**config.mk**
```make
export PLATFORM = sky130hd
export DESIGN_NAME = program_loader
export DESIGN_NICKNAME = d
export VERILOG_FILES = /design/src/rtl/riscv_pkg.sv /design/src/rtl/word_assembler.sv /design/src/rtl/program_loader.sv
export SDC_FILE = /design/constraint.sdc
export NUM_CORES = 1
export LEC_CHECK = 0
export ABC_CLOCK_PERIOD_IN_PS = 2200
export BUFFER_PORTS_ARGS = -buffer_cell sky130_fd_sc_hd__buf_2
export CORE_MARGIN = 2
export CORE_UTILIZATION = 40
export DETAILED_ROUTE_END_ITERATION = 7
export PLACE_DENSITY = 0.68
export REMOVE_ABC_BUFFERS = 1
export SETUP_SLACK_MARGIN = 0.05
export SLEW_MARGIN = 20
export SYNTH_ARGS = -nofsm -noshare
export SYNTH_HDL_FRONTEND = slang
export SYNTH_SLANG_ARGS = --single-unit
```
**constraint.sdc**
```tcl
create_clock -name clk -period 2.2 [get_ports clk]
set_input_delay 0.22 -clock clk [delete_from_list [all_inputs] [get_ports clk]]
set_output_delay 0.22 -clock clk [all_outputs]
set_load 0.02 [all_outputs]
```
**src/rtl/riscv_pkg.sv**
```systemverilog
// Shared core definitions: program-counter width and the program loader state encoding.
package riscv_pkg;

  localparam int PROGRAM_COUNTER_WIDTH = 16;

  typedef enum logic [2:0] {
    IDLE,
    LEN_LO,
    LEN_HI,
    DATA,
    CHECK,
    RUN,
    ERROR
  } loader_state_t;

endpackage

```
**src/rtl/word_assembler.sv**
```systemverilog
// Packs a little-endian byte stream into DATA_WIDTH-bit words and emits one
// registered word_valid pulse per completed word.
module word_assembler #(
  parameter int DATA_WIDTH = 32
) (
  input  logic                  clk,
  input  logic                  rst,
  input  logic                  clear,
  input  logic                  byte_en,
  input  logic [7:0]            byte_data,
  output logic                  last_byte,
  output logic                  word_valid,
  output logic [DATA_WIDTH-1:0] word
);

  localparam int BYTES_PER_WORD = DATA_WIDTH / 8;
  localparam int IDX_W = (BYTES_PER_WORD > 1) ? $clog2(BYTES_PER_WORD) : 1;

  logic [IDX_W-1:0]      idx;
  logic [DATA_WIDTH-1:0] shift;
  logic [DATA_WIDTH-1:0] shift_next;

  // Newest byte enters at the top, so the first byte ends up in bits [7:0].
  assign shift_next = (shift >> 8) | (DATA_WIDTH'(byte_data) << (DATA_WIDTH - 8));
  assign last_byte  = (idx == IDX_W'(BYTES_PER_WORD - 1));

  always_ff @(posedge clk or negedge rst) begin
    if (!rst) begin
      idx        <= '0;
      shift      <= '0;
      word_valid <= 1'b0;
      word       <= '0;
    end else begin
      word_valid <= 1'b0;
      if (clear) begin
        idx <= '0;
      end else if (byte_en) begin
        shift <= shift_next;
        if (last_byte) begin
          idx        <= '0;
          word_valid <= 1'b1;
          word       <= shift_next;
        end else begin
          idx <= idx + 1'b1;
        end
      end
    end
  end

endmodule

```
**src/rtl/program_loader.sv**
```systemverilog
// Receives a length-prefixed, XOR-checksummed program byte stream, writes it to
// instruction memory word by word, and releases the core only on a good image.
module program_loader
  import riscv_pkg::*;
#(
  parameter int ADDR_WIDTH = PROGRAM_COUNTER_WIDTH,
  parameter int DATA_WIDTH = 32
) (
  input  logic                  clk,
  input  logic                  rst,
  input  logic                  start,
  input  logic                  byte_valid,
  input  logic [7:0]            byte_data,
  output logic                  byte_ready,
  output logic                  imem_we,
  output logic [ADDR_WIDTH-1:0] imem_addr,
  output logic [DATA_WIDTH-1:0] imem_wdata,
  output logic                  run,
  output logic                  loading,
  output logic                  error,
  output logic [ADDR_WIDTH-1:0] words_loaded
);

  loader_state_t state;
  logic [15:0]   len;
  logic [7:0]    xor_acc;
  logic          accept;
  logic          asm_clear;
  logic          asm_byte_en;
  logic          asm_last;

  assign byte_ready  = (state inside {LEN_LO, LEN_HI, DATA, CHECK});
  assign loading     = byte_ready;
  assign run         = (state == RUN);
  assign error       = (state == ERROR);
  assign accept      = byte_valid && byte_ready;
  assign asm_clear   = start && (state inside {IDLE, RUN, ERROR});
  assign asm_byte_en = accept && (state == DATA);

  word_assembler #(
    .DATA_WIDTH (DATA_WIDTH)
  ) u_word_assembler (
    .clk        (clk),
    .rst        (rst),
    .clear      (asm_clear),
    .byte_en    (asm_byte_en),
    .byte_data  (byte_data),
    .last_byte  (asm_last),
    .word_valid (imem_we),
    .word       (imem_wdata)
  );

  always_ff @(posedge clk or negedge rst) begin
    if (!rst) begin
      state        <= IDLE;
      len          <= '0;
      xor_acc      <= '0;
      words_loaded <= '0;
      imem_addr    <= '0;
    end else begin
      case (state)
        IDLE, RUN, ERROR: begin
          if (start) begin
            state        <= LEN_LO;
            xor_acc      <= '0;
            words_loaded <= '0;
          end
        end
        LEN_LO: begin
          if (accept) begin
            len[7:0] <= byte_data;
            xor_acc  <= xor_acc ^ byte_data;
            state    <= LEN_HI;
          end
        end
        LEN_HI: begin
          if (accept) begin
            len[15:8] <= byte_data;
            xor_acc   <= xor_acc ^ byte_data;
            state     <= ({byte_data, len[7:0]} != 16'd0) ? DATA : CHECK;
          end
        end
        DATA: begin
          if (accept) begin
            xor_acc <= xor_acc ^ byte_data;
            // Address is latched with the word so it lines up with the write strobe.
            if (asm_last) begin
              imem_addr    <= words_loaded;
              words_loaded <= words_loaded + 1'b1;
              if (words_loaded == ADDR_WIDTH'(len - 16'd1)) state <= CHECK;
            end
          end
        end
        CHECK: begin
          if (accept) state <= (byte_data == xor_acc) ? RUN : ERROR;
        end
        default: state <= IDLE;
      endcase
    end
  end

endmodule
```
==> flow_summary_export.csv, run 1 <==
group,metric,value,unit
outcome,outcome,"finished with violations",
outcome,violations,"setup timing",
drt,drt_iter0_drc,335,
final_layout,final_common_cell,"nand2_1",
power_and_ir_drop,leakagePower,3.79,nW
die,num_io_pins,81,
yosys,synth_edf_count,0,
setup_path,start_kind,"flip-flop",
yosys,synth_seq_area_share,51.2,%
clocking,cts_sinks,118,
sta,worst_slew_pin_slew,0.529,ns
yosys,ys_seq_elements,118,
drt,routed_via_density,5.00,
flow_run,drv_cap,0,
grt,grt_overflow,0,
clocking,h-tree-depth,4,
yosys,ys_async_sr_fraction,100,%
setup_path,reg2reg_depth,8,
yosys,synth_warnings,0,
yosys,synth.distinct_cells,64,
hold_path,hold_path_class,"in -> reg",
setup_path,startpoint,"len[1]",
power_and_ir_drop,finalPower,7.73,mW
sta,fin_crit,2.26,ns
sta,max_slew_margin,64.8,%
sta,finalMaxSlewViolations,0,
clocking,cts_buffers,17,
final_layout,antenna_cells,0,
final_layout,layout_common_cells,"nand2_1, dfrtp_1, buf_2, buf_4",
setup_path,crit_type,"reg -> reg",
power_and_ir_drop,irDropWorstVdd,570,uV
yosys,postSynthAreaPerCell,8.77,um^2
clocking,cts.clk_slew.worst_paths,0.06,ns
final_layout,drive_above_1_share,25.2,%
final_layout,seqCellArea,0.00296,mm^2
sta,max_freq,442,MHz
clocking,root_buffer,"clkbuf_16",
setup_path,r2r_setup_slack,-0.06,ns
grt,grt_max_degree,49,
sta,fin_setup_tns,-0.157,ns
setup_path,r2r-start,"len[1]",
hold_path,hold_end,"u_word_assembler.shift[24]",
sta,fin_worst_hold_slack,0.0890,ns
place,port_buffers,80,
sta,finalSetupViolCount,3,
power_and_ir_drop,pwr_density_cell,1050,mW/mm^2
die,floorplan.initialDensity,41.3,%
drt,num_vias,4809,
die,core,0.0140,mm^2
setup_path,required,2.49,ns
drt,drc_errors,0,
sta,fin_crit_sh,103,%
die,die_h,124,um
grt,track_usage,19.8,%
die,die-area,0.0154,mm^2
yosys,ys.flop_type,"dfrtp_1",
sta,layout_setup_ws,-0.0601,ns
final_layout,multi_input_comb_area,0.00269,mm^2
sta,fin_skew,0.0108,ns
clocking,clockBufferDepth,2,
final_layout,final_nets,784,
sta,hold_viol,0,
place,routabilityCongestion,0.829,
drt,wirelength,13900,um
die,fp.dieW,124,um
sta,rsz0062_at_grt,"yes",
hold_path,hold_path_depth,3,
grt,antenna_found_initial,0,
final_layout,fin_util,52.5,%
yosys,syn_inst,658,
final_layout,filler_cell_count,1254,
grt,grt_pass1_wl,23400,um
drt,detail_route.first_pass.iterations,4,
setup_path,critPathArrivalTime,2.55,ns
setup_path,crit_fanout,4,
setup_path,cp-end-kind,"flip-flop",
place,pre_cts_slack,-0.0673,ns
drt,wl_per_cell,14.5,um
setup_path,regToRegEndpoint,"state[1]",
place,hpwl,9320,um
hold_path,min_from,"byte_data[0]",
drt,ant_nets,0,
yosys,synth_area,0.00577,mm^2
clocking,cts_tree,"built",
final_layout,synthToLayoutAreaGrowth,27.2,%
clocking,clock_latency,0.42,ns
die,num_rows,43,
grt,grt_pass1_vias,4678,
worst max-delay path, stage by stage (launching register included):
cell	delay, ns
dfrtp_1	0.40
buf_6	0.14
nor4_4	0.31
nand3_2	0.14
xnor2_2	0.16
nor4_2	0.24
nand3_1	0.18
a2111oi_4	0.44
o21ai_1	0.12
final cells by class:
| type | instances | share of cell area [%] |
|---|---|---|
| sequential | 118 | 40.3 |
| multi-input combinational | 490 | 36.7 |
| timing repair buffer | 127 | 10.9 |
| clock buffer | 19 | 6.03 |
| tap | 180 | 3.07 |
| clock inverter | 13 | 2.35 |
| inverter | 14 | 0.716 |
power breakdown:
group	internal, mW	switching, mW
clock network	1.82	1.06
logic	0.684	1.23
registers	2.64	0.294
total	5.15	2.59
cells by family after synthesis:
| logic type | after synthesis | share of synthesized area [%] |
|---|---|---|
| flip-flops | 118 | 51.2 |
| multiplexers | 12 | 2.25 |
| AND/OR/NAND/NOR | 371 | 29.0 |
| buffers and inverters | 50 | 3.71 |
| adder cells (fa/ha/maj) | 4 | 0.867 |
| AO/OA/AOI/OAI | 65 | 7.22 |
| XOR/XNOR | 38 | 5.77 |
state kept, by name, indices dropped and copies added, names as in the netlist:
register and flops:
u_word_assembler.word 32, u_word_assembler.shift 24, imem_addr 16, len 16
words_loaded 16, xor_acc 8, state 3, u_word_assembler.idx 2
u_word_assembler.word_valid 1
worst max-delay path by stage:
stage | to | slack [ns] | depth (start not counted)
after floorplan | imem_addr[15] | -1.92 | 6
after detailed placement | state[1] | -0.07 | 9
final | state[1] | -0.06 | 8
after global routing | state[1] | -0.24 | 8
after global placement | state[0] | -0.02 | 9
after CTS | state[1] | 0.05 | 7
per-layer routing:
layer | routed length [um] | global-route usage, % | vias up
met5 | 0 | 0 | -
met4 | 262 | 7.79 | 0
met3 | 544 | 4.03 | 20
met2 | 6470 | 30.4 | 107
met1 | 6630 | 27.5 | 2317
li1 | - | - | 2365
synthesized netlist by cell type, drive strengths merged (4+ instances only):
cell      n  share of area [%]
or2       4               0.43
nor4      6                1.0
ha        4               0.87
clkbuf   23                1.5
a21oi     6               0.52
nor2     32                2.1
inv      14               0.91
nand3    15                1.4
nor3      5               0.82
xnor2    20                3.0
nand2b   11                1.2
nand2   259                 17
nand4     6               0.65
dfrtp   118                 51
nor2b     6               0.65
o21ai    34                2.9
mux2      8                1.6
xor2     18                2.7
buf      13                1.3
nor4b     4               0.87
mux2i     4               0.69
and3      7               0.76
repair_timing:
item                       in CTS  in global routing
hold endpoints to repair       33                  0
hold buffers                    1                  0
buffers inserted                5                  2
gates resized for setup         8                 16
setup endpoints to repair       3                  3
pin swaps                       9                 13
through the flow:
stage	area (um^2)	instances
finish	7340	961
global route	7340	961
CTS	7260	959
detailed placement	6560	921
global placement	6560	921
floorplan	5610	622
Power figures use the tool's default switching activity.
==> run 2: changes to the inputs <==
--- a/config.mk
+++ b/config.mk
@@ -5,12 +5,14 @@
 export SDC_FILE = /design/constraint.sdc
 export NUM_CORES = 1
 export LEC_CHECK = 0
+export ABC_AREA = 1
 export ABC_CLOCK_PERIOD_IN_PS = 2200
 export BUFFER_PORTS_ARGS = -buffer_cell sky130_fd_sc_hd__buf_2
+export CAP_MARGIN = 20
 export CORE_MARGIN = 2
-export CORE_UTILIZATION = 40
+export CORE_UTILIZATION = 50
 export DETAILED_ROUTE_END_ITERATION = 7
-export PLACE_DENSITY = 0.68
+export PLACE_DENSITY = 0.81
 export REMOVE_ABC_BUFFERS = 1
 export SETUP_SLACK_MARGIN = 0.05
 export SLEW_MARGIN = 20
==> flow_summary_export.csv, run 2 <==
group,metric,value,unit
setup_path,slowest_delay,0.46,ns
clocking,clockBufferDepth,2,
power_and_ir_drop,p_clk_share,28.7,%
hold_path,hold_path_depth,3,
die,fp.dieW,110,um
clocking,cts_sinks,118,
final_layout,top_regs,"u_word_assembler.word x32, u_word_assembler.shift x24",
power_and_ir_drop,pwr_density_cell,1300,mW/mm^2
sta,max_slew_margin,63.8,%
setup_path,cp-end-kind,"flip-flop",
setup_path,r2r_setup_slack,0.20,ns
yosys,synth_top_cells_by_area,"dfrtp_1, nand2_1, inv_1",
die,die-area,0.0120,mm^2
place,dp.cells,870,
drt,wirelength,13000,um
sta,fin_skew,0.00454,ns
yosys,synth_edf_count,0,
grt,grt.busiest_layer,"met2",
setup_path,startpoint,"state[2]",
place,port_buffers,80,
sta,rsz0062_at_grt,"yes",
setup_path,crit_type,"reg -> reg",
sta,finalMaxSlewViolations,0,
sta,worst_slew_pin_slew,0.541,ns
drt,drc_errors,0,
final_layout,finalNonFillerCells,908,
clocking,cts_buffers,17,
die,die_h,110,um
hold_path,hold_path_class,"in -> reg",
yosys,synth_area,0.00559,mm^2
yosys,ys_async_sr_fraction,100,%
yosys,synth.distinct_cells,35,
clocking,h-tree-depth,4,
grt,grtUsageMet1,30.2,%
power_and_ir_drop,finalPower,8.79,mW
flow_run,drv_cap,0,
final_layout,synthToLayoutAreaGrowth,21.1,%
place,routabilityCongestion,0.930,
final_layout,filler_cell_count,907,
drt,drt_iter0_drc,290,
grt,grt_max_degree,61,
sta,fin_setup_tns,0,ns
setup_path,worst-path-stages,11,
hold_path,min_from,"byte_data[7]",
drt,wl_per_cell,14.4,um
final_layout,layout_common_cells,"nand2_1, dfrtp_1, inv_1, buf_2, o21ai_0",
drt,num_vias,4671,
setup_path,crit_family,"buffers and inverters",
power_and_ir_drop,leakagePower,3.51,nW
setup_path,r2r-start,"state[2]",
drt,ant_nets,0,
setup_path,crit_buf_inv,5,
grt,track_usage,23.6,%
yosys,synth.most_common_cell,"nand2_1",
power_and_ir_drop,combPwrFrac,34.4,%
yosys,syn_inst,663,
grt,grt_pass1_vias,4571,
final_layout,final_nets,771,
yosys,synth_seq_area_share,52.8,%
sta,fin_worst_hold_slack,0.00881,ns
grt,grtUsageMet3,5.22,%
sta,finalSetupViolCount,0,
power_and_ir_drop,swShare,38.8,%
setup_path,crit_fanout,53,
clocking,clock_latency,0.52,ns
die,num_io_pins,81,
power_and_ir_drop,irDropWorstVdd,611,uV
setup_path,crit_path_end,"u_word_assembler.word[3]",
yosys,ys.flop_type,"dfrtp_1",
grt,met2_usage,38.8,%
yosys,postSynthAreaPerCell,8.44,um^2
yosys,synth_top_area_share,52.8,%
setup_path,start_kind,"flip-flop",
final_layout,drive_above_1_share,21.2,%
die,floorplan.initialDensity,51.4,%
die,core,0.0109,mm^2
clocking,cts.clk_slew.worst_paths,0.06,ns
final_layout,top_register,"u_word_assembler.word",
setup_path,path_cells,"inv_2 -> nand2_2 -> nor2_4 -> inv_2 -> nor2_8 -> inv_2 -> nor2_8 -> inv_2 -> buf_4 -> nand2_1 -> o21ai_1",
sta,max_freq,500,MHz
grt,grt_pass1_wl,21700,um
clocking,cts_tree,"built",
place,hpwl,9310,um
setup_path,critPathArrivalTime,2.38,ns
grt,grt_overflow,0,
drt,routed_via_density,5.14,
yosys,synth_top_area_cell,"dfrtp_1",
yosys,synth_warnings,0,
drt,detail_route.first_pass.iterations,5,
setup_path,regToRegEndpoint,"u_word_assembler.word[3]",
setup_path,required,2.58,ns
final_layout,largest_reg_flops,32,
final_layout,antenna_cells,0,
setup_path,cp_slowest_cell,"dfrtp_1",
sta,fin_crit,2.00,ns
grt,antenna_found_initial,0,
sta,fin_crit_sh,90.9,%
setup_path,cpMostUsedCell,"inv_2",
sta,hold_viol,0,
power_and_ir_drop,power_switching,3.41,mW
power_and_ir_drop,seqPwrFrac,36.8,%
yosys,ys_seq_elements,118,
final_layout,final_common_cell,"nand2_1",
die,num_rows,38,
power_and_ir_drop,p_int,5.38,mW
clocking,root_buffer,"clkbuf_8",
outcome,outcome,"finished, final reports clean",
yosys,yosys-top-cells-count,"nand2_1, dfrtp_1, inv_1",
setup_path,reg2reg_depth,11,
-- run 2: worst min-delay path by stage --
stage | end | slack (ns)
finish | u_word_assembler.shift[31] | 0.009
global route | u_word_assembler.shift[29] | 0.03
CTS | u_word_assembler.shift[26] | 0.0009
detailed placement | u_word_assembler.word[11] | 0.20
global placement | u_word_assembler.shift[11] | 0.19
floorplan | imem_addr[0] | -0.08
-- run 2: worst register-to-register path, cell delays in order, from the launching register on --
cell,delay [ns]
dfrtp_1,0.46
inv_2,0.14
nand2_2,0.08
nor2_4,0.15
inv_2,0.10
nor2_8,0.10
inv_2,0.10
nor2_8,0.16
inv_2,0.05
buf_4,0.27
nand2_1,0.17
o21ai_1,0.09
-- run 2: kinds of logic after synthesis --
| family | Yosys count | synth area share (%) |
|---|---|---|
| AND/OR/NAND/NOR | 292 | 23.6 |
| AO/OA/AOI/OAI | 119 | 11.2 |
| flip-flops | 118 | 52.8 |
| buffers and inverters | 104 | 7.27 |
| XOR/XNOR | 22 | 3.45 |
| multiplexers | 4 | 0.805 |
| adder cells (fa/ha/maj) | 4 | 0.895 |
-- run 2: cell type report --
| type | count | area [um^2] | area share, % |
|---|---|---|---|
| sequential | 118 | 2950 | 43.6 |
| multi-input combinational | 441 | 2260 | 33.4 |
| timing repair buffer | 91 | 510 | 7.54 |
| clock buffer | 20 | 445 | 6.58 |
| inverter | 86 | 323 | 4.77 |
| tap | 140 | 175 | 2.59 |
| clock inverter | 12 | 105 | 1.55 |
-- run 2: timing repair --
item,CTS,global route
gates resized for setup,0,9
setup buffers,0,1
hold buffers,5,0
hold endpoints to repair,37,0
endpoints found under the setup margin,0,4
-- run 2: metrics by stage --
step                instance area, um^2  util, %  setup slack (ns)
floorplan                          5510        -           -0.0293
global placement                   6140     56.4             0.217
detailed placement                 6140     56.4             0.106
CTS                                6740     61.9            0.0828
global route                       6770     62.2            0.0392
finish                             6770     62.2             0.200
-- run 2: power groups by stage --
stage	registers (mW)	logic, mW	clock network (mW)
after floorplan	3.34	2.01	0
after global placement	3.21	2.81	0
after detailed placement	3.25	2.94	0
after CTS	3.23	2.96	2.55
after global routing	3.32	3.41	2.65
final	3.24	3.03	2.53
-- run 2: routing by layer --
| metal | up-vias | part of all wire (%) |
|---|---|---|
| met2 | 135 | 50 |
| met3 | 23 | 4.0 |
| met1 | 2207 | 44 |
| met5 | - | 0 |
| met4 | 0 | 2.1 |
| li1 | 2306 | - |
